<file path="src/rtl/alu_sequencer.sv">
// Execute/writeback stage around an external combinational ALU: reads operands
// from a small register file, drives the ALU for one cycle, writes back and keeps flags.
module alu_sequencer #(
    parameter int WORD_SIZE  = 8,
    parameter int NUM_REGS   = 4,
    parameter int REG_ADDR_W = $clog2(NUM_REGS)
) (
    input  logic                  clk,
    input  logic                  rst_n,
    input  logic                  instr_valid,
    output logic                  instr_ready,
    input  logic [3:0]            instr_op,
    input  logic [REG_ADDR_W-1:0] instr_rd,
    input  logic [REG_ADDR_W-1:0] instr_rs,
    input  logic                  instr_imm_en,
    input  logic [WORD_SIZE-1:0]  instr_imm,
    output logic [WORD_SIZE-1:0]  alu_a,
    output logic [WORD_SIZE-1:0]  alu_b,
    output logic [3:0]            alu_mode,
    input  logic [WORD_SIZE-1:0]  alu_c,
    input  logic [7:0]            alu_flags,
    output logic [7:0]            flags_q,
    output logic                  done,
    input  logic [REG_ADDR_W-1:0] dbg_addr,
    output logic [WORD_SIZE-1:0]  dbg_data
);

    typedef enum logic [1:0] {IDLE, EXEC, WB} state_t;

    state_t                  state;
    logic [WORD_SIZE-1:0]    regs [NUM_REGS];
    logic [3:0]              op_q;
    logic [REG_ADDR_W-1:0]   rd_q;
    logic [WORD_SIZE-1:0]    res_q;
    logic [3:0]              flg_q;

    // Only Z/S/C/V are architectural; the ALU's low flag bits are dropped here.
    logic unused_flags;
    assign unused_flags = ^alu_flags[3:0];

    assign instr_ready = (state == IDLE);
    assign dbg_data    = regs[dbg_addr];

    always_ff @(posedge clk) begin
        if (!rst_n) begin
            state    <= IDLE;
            for (int i = 0; i < NUM_REGS; i++) regs[i] <= '0;
            flags_q  <= '0;
            alu_a    <= '0;
            alu_b    <= '0;
            alu_mode <= '0;
            done     <= 1'b0;
            op_q     <= '0;
            rd_q     <= '0;
            res_q    <= '0;
            flg_q    <= '0;
        end else begin
            done <= 1'b0;
            case (state)
                IDLE: begin
                    if (instr_valid) begin
                        op_q     <= instr_op;
                        rd_q     <= instr_rd;
                        alu_a    <= regs[instr_rd];
                        alu_b    <= instr_imm_en ? instr_imm : regs[instr_rs];
                        alu_mode <= instr_op;
                        state    <= EXEC;
                    end
                end
                EXEC: begin
                    res_q    <= alu_c;
                    flg_q    <= alu_flags[7:4];
                    alu_mode <= '0;
                    done     <= 1'b1;
                    state    <= WB;
                end
                WB: begin
                    // Compare/test (2,3), nop (0) and flag clear (15) leave the register file alone.
                    if (!(op_q inside {4'd0, 4'd2, 4'd3, 4'd15}))
                        regs[rd_q] <= res_q;
                    if (op_q inside {[4'd2:4'd14]})
                        flags_q <= {flg_q, 4'b0000};
                    else if (op_q == 4'd15)
                        flags_q <= '0;
                    state <= IDLE;
                end
                default: state <= IDLE;
            endcase
        end
    end

endmodule

</file>
<file path="config.mk">
export PLATFORM = sky130hd
export DESIGN_NAME = alu_sequencer
export DESIGN_NICKNAME = d
export VERILOG_FILES = /design/src/rtl/alu_sequencer.sv
export SDC_FILE = /design/constraint.sdc
export NUM_CORES = 1
export LEC_CHECK = 0
export ABC_AREA = 0
export BUFFER_PORTS_ARGS = -buffer_cell sky130_fd_sc_hd__buf_2
export CAP_MARGIN = 20
export CELL_PAD_IN_SITES_DETAIL_PLACEMENT = 0
export CELL_PAD_IN_SITES_GLOBAL_PLACEMENT = 1
export CORE_MARGIN = 3
export CORE_UTILIZATION = 43
export CTS_CLUSTER_SIZE = 24
export DETAILED_ROUTE_END_ITERATION = 6
export PLACE_DENSITY_LB_ADDON = 0.1
export SYNTH_ARGS = -nofsm -noshare
export SYNTH_HDL_FRONTEND = slang
export SYNTH_SLANG_ARGS = --single-unit
</file>
<file path="constraint.sdc">
create_clock -name clk -period 3.05 [get_ports clk]
set_input_delay 0.305 -clock clk [delete_from_list [all_inputs] [get_ports clk]]
set_output_delay 0.305 -clock clk [all_outputs]
set_load 0.01 [all_outputs]
</file>
==> results of run 1 <==
cell type report:
type | instances | area, um2 | share of cell area
timing repair buffer | 73 | 380.4 | 0.08871
sequential | 77 | 1862 | 0.4342
multi-input combinational | 218 | 1693 | 0.3948
clock buffer | 10 | 148.9 | 0.03472
inverter | 10 | 37.54 | 0.008754
tap | 105 | 131.4 | 0.03064
clock inverter | 6 | 35.03 | 0.008170
power by group through the flow:
| stage | sequential [mW] | combinational, mW | clock, mW |
|---|---|---|---|
| 2_1_floorplan | 1.18 | 0.189 | 0 |
| 5_1_grt | 1.17 | 0.303 | 0.781 |
| 4_1_cts | 1.16 | 0.276 | 0.738 |
| 3_3_place_gp | 1.18 | 0.273 | 0 |
| 6_report | 1.16 | 0.273 | 0.710 |
| 3_5_place_dp | 1.18 | 0.275 | 0 |
layout by cell type, fill, tap and decap left out, drive strengths merged:
cell type | Yosys | routed
buf | 18 | 73
nand2 | 59 | 59
dfxtp | 45 | 45
edfxtp | 32 | 32
a21boi | 26 | 26
nor3 | 17 | 17
mux4 | 16 | 16
mux2 | 16 | 16
o21ai | 14 | 14
inv | 10 | 11
clkbuf | 12 | 10
and4 | 8 | 8
nor4 | 8 | 8
a222oi | 8 | 8
a21oi | 8 | 8
o2bb2ai | 8 | 8
clkinv | 0 | 5
nor2b | 4 | 4
nand4b | 4 | 4
conb | 1 | 4
and2 | 4 | 4
nor2 | 3 | 3
o41ai | 2 | 2
nand2b | 2 | 2
or2 | 2 | 2
nand4 | 1 | 1
o2111ai | 1 | 1
nor3b | 1 | 1
o21bai | 1 | 1
or3b | 1 | 1
cells by family (layout without fill, tap and decap cells):
logic type / after synthesis / in the layout / share of synthesized area
AO/OA/AOI/OAI: 68 / 68 / 0.1355
buffers and inverters: 40 / 99 / 0.05253
other: 1 / 4 / 0.001003
multiplexers: 32 / 32 / 0.1445
AND/OR/NAND/NOR: 114 / 114 / 0.1686
flip-flops: 77 / 77 / 0.4978
worst max path at each step:
stage	startpoint	slack (ns)	endpoint
6_report	state[1]	0.82	regs[1][5]
5_1_grt	state[1]	0.60	regs[0][4]
4_1_cts	state[1]	0.81	regs[1][6]
3_5_place_dp	state[1]	0.82	regs[1][2]
3_3_place_gp	state[1]	0.87	regs[1][2]
2_1_floorplan	state[1]	0.83	regs[2][0]
stage by stage:
stage                     instance area (um2)  power (mW)
final                                    4288       2.140
after global routing                     4288       2.249
after CTS                                4288       2.171
after detailed placement                 4104       1.455
after global placement                   4104       1.451
after floorplan                          3751       1.365
registers in the layout, indices dropped and copies added, names as in the netlist:
register / cells
done: 1
alu_b: 8
res_q: 8
alu_a: 8
state: 2
flags_q: 4
op_q: 4
alu_mode: 4
rd_q: 2
regs: 32
flg_q: 4
per-layer routing:
layer | global-route usage | part of all wire | vias to the layer above
met4 | 0.05672 | 0.0058 | 0
met3 | 0.03156 | 0.050 | 5
met2 | 0.2490 | 0.45 | 69
li1 | - | - | 1342
met5 | 0 | 0 | -
met1 | 0.2455 | 0.50 | 1241
worst max-delay path: cells and delay by family (launching register included):
family	cells	cell delay, ns
buf+inv	1	0.20
flops	1	0.48
compound gates	2	0.73
simple gates	1	0.53
==> flow_metrics.env, run 1 <==
export IMPL_powerDensity_nw_per_um2=499.1
export IMPL_numCtsBuffers=9
export IMPL_grt_start_max_net_pins=38
export IMPL_ys_seq_area_frac=0.4978
export IMPL_wl_mm=7.927
export IMPL_crit_path_start_kind="register"
export IMPL_timing_final_crit_share=0.7319
export IMPL_synthDistinctLibCells=37
export IMPL_internal_power_mw=1.580
export IMPL_rows=33
export IMPL_cts_sinks=77
export IMPL_reg2reg_to="regs[1][5]"
export IMPL_routabilityCongestion=0.7547
export IMPL_pwr_share_seq=0.541
export IMPL_max_cap_violations=0
export IMPL_firstDrtPassIters=4
export IMPL_power_frac_comb=0.128
export IMPL_dp_cells=483
export IMPL_slowest_stage="nor2b_1"
export IMPL_synth_area_leaders="edfxtp_1 26%, dfxtp_1 24%, mux4_2 9.6%, nand2_1 5.8%, a21boi_0 5.2%"
export IMPL_grtUsageTotal=0.1672
export IMPL_ys_flop_type="dfxtp_1"
export IMPL_antenna_found_initial=0
export IMPL_synth_top_area_share=0.2569
export IMPL_crit_arrival_ns=2.27
export IMPL_hold_end="res_q[0]"
export IMPL_r2r_cells=4
export IMPL_hold_class="input port to register"
export IMPL_routed_via_density=5.325
export IMPL_skew_ns=0.01093
export IMPL_n_antenna_cell=0
export IMPL_r2r_start="state[1]"
export IMPL_period_needed_ns=2.232
export IMPL_status="finished clean"
export IMPL_drc=0
export IMPL_grt_pass1_vias=2567
export IMPL_numPortBuffers=67
export IMPL_async_flop_share=0
export IMPL_cp_end_kind="register"
export IMPL_cts_hold_buf=0
export IMPL_cts_path_max_buffers=2
export IMPL_regToRegSetupSlack_ns=0.82
export IMPL_worstHoldStart="alu_c[0]"
export IMPL_cts_root_buffer="clkbuf_8"
export IMPL_syn_to_final_growth_pct=14.65
export IMPL_finalSetupTns_ns=0
export IMPL_syn_cell_area_um2=3740
export IMPL_slew_headroom=0.4097
export IMPL_syn_inst=332
export IMPL_crit_path_cell_trace="nor2b_1, o2111ai_4, o21ai_0, buf_4"
export IMPL_wire_per_inst_um=15.89
export IMPL_synth_most_common_cell="nand2_1"
export IMPL_crit_type="register to register"
export IMPL_clk_latency_ns=0.34
export IMPL_synth_area_leader_cell="edfxtp_1"
export IMPL_tightest_slew_ns=0.8836
export IMPL_crit_required_ns=3.09
export IMPL_post_place_ws_ns=0.8244
export IMPL_cts_setup_buffers=0
export IMPL_switching_share=0.2616
export IMPL_die_h_um=99.26
export IMPL_p_leak_nw=1.577
export IMPL_htreeDepth=3
export IMPL_finalSetupViolCount=0
export IMPL_layout_nets=427
export IMPL_fp_dieW_um=99.26
export IMPL_tritoncts="done"
export IMPL_switchingPower_uw=559.8
export IMPL_final_fill_count=777
export IMPL_synth_edff_count=32
export IMPL_hold_depth=3
export IMPL_final_cells=499
export IMPL_syn_area_per_cell_um2=11.26
export IMPL_whs_ns=0.2135
export IMPL_vdd_ir_drop_max_mv=0.2720
export IMPL_crit_path_max_incr_delay_ns=0.53
export IMPL_antenna_left=0
export IMPL_ios=76
export IMPL_post_cts_resized=0
export IMPL_core_area_um2=8341
export IMPL_clkSlewWorstSetupHoldPaths_ns=0.08
export IMPL_drive_gt1_frac=0.3477
export IMPL_ys_ff_latch=77
export IMPL_vias=2657
export IMPL_drt_initial_drc_count=113
export IMPL_worstPathMaxFanout=18
export IMPL_pwr_share_clk=0.332
export IMPL_ys_warn_count=0
export IMPL_synthTopCellsByCount="58 x nand2_1, 45 x dfxtp_1, 32 x edfxtp_1"
export IMPL_grt_pass1_wl_mm=13.10
export IMPL_final_util=0.5141
export IMPL_gr_total_overflow=0
export IMPL_initial_core_util=0.4484
export IMPL_report_final_hold_viol_count=0
export IMPL_dieArea_um2=9853
export IMPL_slew_viol_final=0
export IMPL_dpl_hpwl_mm=5.982
export IMPL_grt_setup_unrepaired="false"
export IMPL_setup_slack_ns=0.8178
export IMPL_fmax_mhz=448.0
Power figures use the tool's default switching activity.
==> run 2: changes to the inputs <==
- clock period: 3.05 -> 2.2 ns (I/O delays scaled with it)
==> run 2 against run 1 <==
Sequential share of layout area down 0.55 points; routed wire length up 2.4%; die area unchanged; register-to-register slack worse by 0.40 ns; sequential power up 38%; clock power up 51%.
==> flow_metrics.env, run 2 (synthesis results as in run 1) <==
export IMPL_cts_setup_buffers=0
export IMPL_report_final_hold_viol_count=0
export IMPL_hold_class="input port to register"
export IMPL_grtUsageTotal=0.1763
export IMPL_grt_setup_unrepaired="false"
export IMPL_initial_core_util=0.4484
export IMPL_crit_arrival_ns=1.84
export IMPL_whs_ns=0.1109
export IMPL_wire_per_inst_um=16.11
export IMPL_crit_path_cell_trace="nand4_1, nand2_2, o41ai_1, buf_4"
export IMPL_largest_reg_flops=32
export IMPL_r2r_cells=4
export IMPL_dp_cells=488
export IMPL_slowest_stage="o41ai_1"
export IMPL_period_needed_ns=1.782
export IMPL_grt_pass1_vias=2657
export IMPL_path_buf_inv=1
export IMPL_crit_path_start="op_q[1]"
export IMPL_timing_final_crit_share=0.8099
export IMPL_crit_path_max_incr_delay_ns=0.37
export IMPL_final_cells=504
export IMPL_finalSetupViolCount=0
export IMPL_crit_end="regs[3][0]"
export IMPL_cts_root_buffer="clkbuf_8"
export IMPL_mostFrequentLayoutCells="67 x buf_2, 58 x nand2_1, 45 x dfxtp_1, 32 x edfxtp_1, 26 x a21boi_0"
export IMPL_drc=0
export IMPL_grt_pass1_wl_mm=13.72
export IMPL_cp_depth=4
export IMPL_crit_path_start_kind="register"
export IMPL_numPortBuffers=67
export IMPL_cp_end_kind="register"
export IMPL_max_cap_violations=0
export IMPL_regToRegSetupSlack_ns=0.42
export IMPL_antenna_left=0
export IMPL_htreeDepth=3
export IMPL_p_leak_nw=1.611
export IMPL_fmax_mhz=561.2
export IMPL_reg2reg_to="regs[3][0]"
export IMPL_cts_hold_buf=0
export IMPL_layout_nets=432
export IMPL_clk_latency_ns=0.35
export IMPL_regMostFlops="regs"
export IMPL_routabilityCongestion=0.7647
export IMPL_vias=2691
export IMPL_wl_mm=8.117
export IMPL_grt_start_max_net_pins=43
export IMPL_tightest_slew_ns=0.7030
export IMPL_drt_initial_drc_count=145
export IMPL_r2r_start="op_q[1]"
export IMPL_drive_gt1_frac=0.3559
export IMPL_core_area_um2=8341
export IMPL_gr_total_overflow=0
export IMPL_cts_path_max_buffers=2
export IMPL_status="finished clean"
export IMPL_ios=76
export IMPL_cp_top_family="simple AND/OR/NAND/NOR gates"
export IMPL_crit_type="register to register"
export IMPL_slew_headroom=0.5302
export IMPL_slew_viol_final=0
export IMPL_dieArea_um2=9853
export IMPL_antenna_found_initial=0
export IMPL_finalPower_mw=3.059
export IMPL_tritoncts="done"
export IMPL_hold_depth=3
export IMPL_syn_to_final_growth_pct=16.13
export IMPL_final_fill_count=775
export IMPL_vdd_ir_drop_max_mv=0.3563
export IMPL_post_cts_resized=0
export IMPL_skew_ns=0.009658
export IMPL_clkSlewWorstSetupHoldPaths_ns=0.08
export IMPL_cts_sinks=77
export IMPL_crit_required_ns=2.26
export IMPL_routed_via_density=5.339
export IMPL_numCtsBuffers=9
export IMPL_fp_dieW_um=99.26
export IMPL_worstPathMaxFanout=10
export IMPL_n_antenna_cell=0
export IMPL_final_common_cell="buf_2"
export IMPL_dpl_hpwl_mm=6.125
export IMPL_powerDensity_nw_per_um2=704.4
export IMPL_rows=33
export IMPL_firstDrtPassIters=4
export IMPL_die_h_um=99.26
-- run 2: changes by cell type in the layout (fill, tap and decap cells not counted) --
cell | previous run | this run
buf_4 | 6 | 11
clkbuf_16 | 1 | 2
clkinv_2 | 4 | 3
clkinv_4 | 1 | 0
inv_4 | 1 | 2
-- run 2: worst min path at each step --
| stage | startpoint | to | slack (ns) |
|---|---|---|---|
| 2_1_floorplan | alu_flags[4] | flg_q[0] | 0.36 |
| 3_3_place_gp | alu_mode[1] | alu_mode[1] | 0.45 |
| 3_5_place_dp | alu_a[5] | alu_a[5] | 0.46 |
| 4_1_cts | alu_c[3] | res_q[3] | 0.1 |
| 5_1_grt | alu_flags[4] | flg_q[0] | 0.11 |
| 6_report | alu_c[4] | res_q[4] | 0.11 |
-- run 2: tightest hold or removal path: cells and delay by family --
family          cells  cell delay [ns]
simple gates        1             0.04
compound gates      1             0.06
buf+inv             1             0.09
-- run 2: per-stage QoR --
stage | TNS (ns) | area [um2] | worst slack (ns) | util
final | 0 | 4343 | 0.4182 | 0.5207
after CTS | 0 | 4343 | 0.4148 | 0.5207
after global routing | 0 | 4343 | 0.2912 | 0.5207
after floorplan | -0.3479 | 3751 | -0.02175 | -
after detailed placement | 0 | 4141 | 0.4635 | 0.4966
after global placement | 0 | 4141 | 0.4881 | 0.4966
-- run 2: final cells by class --
type / count / area, um2 / area share
flip-flops and latches: 77 / 1862 / 0.4287
clock inverters: 5 / 27.53 / 0.006338
clock buffers: 11 / 173.9 / 0.04005
multi-input cells: 218 / 1693 / 0.3898
repair buffers: 78 / 417.9 / 0.09623
well taps: 105 / 131.4 / 0.03025
inverters: 10 / 37.54 / 0.008643
-- run 2: power breakdown --
group | switching, mW | leakage [nW] | internal [mW]
logic | 0.217 | 0.802 | 0.171
registers | 0.0498 | 0.699 | 1.55
clock network | 0.527 | 0.110 | 0.543
total | 0.794 | 1.61 | 2.27
-- run 2: per-layer routing --
metal / vias up / share of wire / wire [um] / track usage
met2: 80 / 0.45 / 3691 / 0.2717
met3: 6 / 0.061 / 494 / 0.04418
met4: 0 / 0.0073 / 59 / 0.04412
li1: 1358 / - / - / -
met1: 1247 / 0.48 / 3871 / 0.2502
met5: - / 0 / 0 / 0
==> run 3: changes to the inputs <==
- ABC_AREA: 0 -> 1
- CORE_UTILIZATION: 43 -> 39
- clock period: 2.2 -> 1.9 ns (I/O delays scaled with it)
==> run 3 against run 2 <==
Sequential cell count unchanged; sequential power increased by 17%; via count increased by 20%; routed wire length increased by 15%; first-iteration DRC count decreased by 14%; critical path depth increased by 2; utilization decreased by 4.4 points; final cell count increased by 25%; clock power increased by 14%; power increased by 17%; critical endpoint is now regs[0][2]; largest cell class unchanged.
==> flow_metrics.env, run 3 <==
export IMPL_ys_warn_count=0
export IMPL_ys_seq_area_frac=0.5214
export IMPL_numCtsBuffers=9
export IMPL_period_needed_ns=1.508
export IMPL_wire_per_inst_um=14.88
export IMPL_ys_ff_latch=77
export IMPL_cts_root_buffer="clkbuf_8"
export IMPL_synth_edff_count=32
export IMPL_hold_depth=3
export IMPL_finalPower_mw=3.574
export IMPL_cts_setup_buffers=0
export IMPL_grt_pass1_wl_mm=15.16
export IMPL_grtUsageMet1=0.2651
export IMPL_p_leak_nw=1.790
export IMPL_fp_dieW_um=101.7
export IMPL_grt_met3_usage=0.03444
export IMPL_syn_cell_area_um2=3571
export IMPL_synth_area_leaders="edfxtp_1 27%, dfxtp_1 25%, nor2_1 9.7%, o21ai_0 8.3%, nand2_1 6.6%"
export IMPL_die_h_um=101.7
export IMPL_antenna_left=0
export IMPL_finalSetupTns_ns=0
export IMPL_synth_area_leader_cell="edfxtp_1"
export IMPL_grt_setup_unrepaired="false"
export IMPL_reg2reg_to="regs[0][2]"
export IMPL_drt_initial_drc_count=124
export IMPL_core_area_um2=8806
export IMPL_layout_nets=555
export IMPL_gr_total_overflow=0
export IMPL_grt_start_max_net_pins=25
export IMPL_async_flop_share=0
export IMPL_final_common_cell="nor2_1"
export IMPL_htreeDepth=3
export IMPL_whs_ns=0.09146
export IMPL_crit_path_start="state[1]"
export IMPL_skew_ns=0.01776
export IMPL_busiest_layer="met2"
export IMPL_grt_pass1_vias=2962
export IMPL_worstHoldStart="alu_flags[7]"
export IMPL_mostFrequentLayoutCells="92 x nor2_1, 67 x buf_2, 63 x nand2_1, 59 x o21ai_0, 46 x a21oi_1"
export IMPL_fmax_mhz=663.0
export IMPL_post_cts_resized=0
export IMPL_r2r_cells=6
export IMPL_syn_inst=452
export IMPL_vdd_ir_drop_max_mv=0.3840
export IMPL_globalRouteMet2Util=0.2938
export IMPL_seqCellArea_um2=1862
export IMPL_crit_type="register to register"
export IMPL_final_util=0.4768
export IMPL_place_area_um2=3998
export IMPL_initial_core_util=0.4055
export IMPL_finalSetupViolCount=0
export IMPL_clkSlewWorstSetupHoldPaths_ns=0.09
export IMPL_slowest_stage="dfxtp_1"
export IMPL_timing_final_crit_share=0.7938
export IMPL_numPortBuffers=67
export IMPL_ys_flop_type="dfxtp_1"
export IMPL_synth_most_common_cell="nor2_1"
export IMPL_wl_mm=9.374
export IMPL_drive_gt1_frac=0.1954
export IMPL_largest_reg_flops=32
export IMPL_syn_area_per_cell_um2=7.900
export IMPL_report_final_hold_viol_count=0
export IMPL_syn_to_final_growth_pct=17.59
export IMPL_status="finished clean"
export IMPL_antenna_found_initial=0
export IMPL_powerDensity_nw_per_um2=851.1
export IMPL_hold_class="input port to register"
export IMPL_routabilityCongestion=0.8161
export IMPL_vias=3222
export IMPL_multi_input_area_um2=1439
export IMPL_synthDistinctLibCells=24
export IMPL_hold_end="flg_q[3]"
export IMPL_regMostFlops="regs"
export IMPL_tightest_slew_ns=0.5816
export IMPL_crit_path_start_kind="register"
export IMPL_synth_top_area_share=0.2691
export IMPL_dpl_hpwl_mm=6.916
export IMPL_r2r_start="state[1]"
export IMPL_cts_sinks=77
export IMPL_slew_viol_final=0
export IMPL_routed_via_density=5.114
export IMPL_ios=76
export IMPL_cts_hold_buf=0
export IMPL_crit_arrival_ns=1.52
export IMPL_crit_top_cell="nand2_1"
export IMPL_drc=0
export IMPL_rows=34
export IMPL_crit_required_ns=1.91
export IMPL_clk_latency_ns=0.35
export IMPL_design_area_um2=4199
export IMPL_worstPathMaxFanout=8
export IMPL_dieArea_um2=10340
export IMPL_max_cap_violations=0
export IMPL_slew_headroom=0.6119
export IMPL_tritoncts="done"
export IMPL_cts_path_max_buffers=2
export IMPL_regToRegSetupSlack_ns=0.39
export IMPL_crit_path_cell_trace="inv_1, nor2_2, nand2_1, nor2_4, nand4_2, nand2_1"
export IMPL_n_antenna_cell=0
export IMPL_firstDrtPassIters=5
export IMPL_cp_end_kind="register"
export IMPL_synthTopCellsByCount="92 x nor2_1, 63 x nand2_1, 59 x o21ai_0"
export IMPL_final_fill_count=895
export IMPL_grtUsageTotal=0.1913
export IMPL_crit_path_max_incr_delay_ns=0.36
[run 3: changes by cell type in the layout (fill, tap and decap cells not counted), sizes merged, moves of 24 or more]
| cell | previous run | this run |
|---|---|---|
| a21boi | 26 | 0 |
| nor2 | 3 | 95 |
| inv | 12 | 36 |
| o21ai | 14 | 59 |
| a21oi | 8 | 46 |
| nand3 | 0 | 25 |
[run 3: stage by stage]
step,cells,setup WS [ns]
finish,630,0.3917
global route,630,0.2511
CTS,630,0.3671
detailed placement,614,0.4031
floorplan,455,0.09298
global placement,614,0.4287
[run 3: worst max-delay path by stage]
stage | to | cells past startpoint
after floorplan | regs[1][0] | 6
after global placement | dbg_data[3] | 5
after detailed placement | regs[2][6] | 6
after CTS | regs[2][2] | 6
after global routing | regs[2][2] | 6
final | regs[0][2] | 6
[run 3: critical path, delay by kind of cell, from the launching register on]
family / cells / cell delay (ns)
buf+inv: 1 / 0.07
flops: 1 / 0.36
simple gates: 5 / 0.74
[run 3: cell families (layout without fill, tap and decap cells)]
| kind of cell | Yosys count | count (layout) | synth area share |
|---|---|---|---|
| other | 1 | 4 | 0.001050 |
| AND/OR/NAND/NOR | 195 | 195 | 0.2292 |
| AO/OA/AOI/OAI | 117 | 117 | 0.1696 |
| buffers and inverters | 62 | 129 | 0.07883 |
| flip-flops | 77 | 77 | 0.5214 |
[run 3: layout make-up]
type                       count  share of cell area
clock buffer                  11             0.03874
clock inverter                 5            0.009237
inverter                      35             0.03129
multi-input combinational    316              0.3427
sequential                    77              0.4434
tap                          108             0.03218
timing repair buffer          78              0.1025
[run 3: routing by layer]
layer | vias to the layer above | part of all wire
li1 | 1631 | -
met1 | 1465 | 0.46
met2 | 106 | 0.45
met3 | 20 | 0.063
met4 | 0 | 0.027
met5 | - | 0
[run 3: power by group]
part           switching [mW]  internal, mW
clock network           0.620         0.599
logic                   0.313         0.175
registers              0.0574          1.81
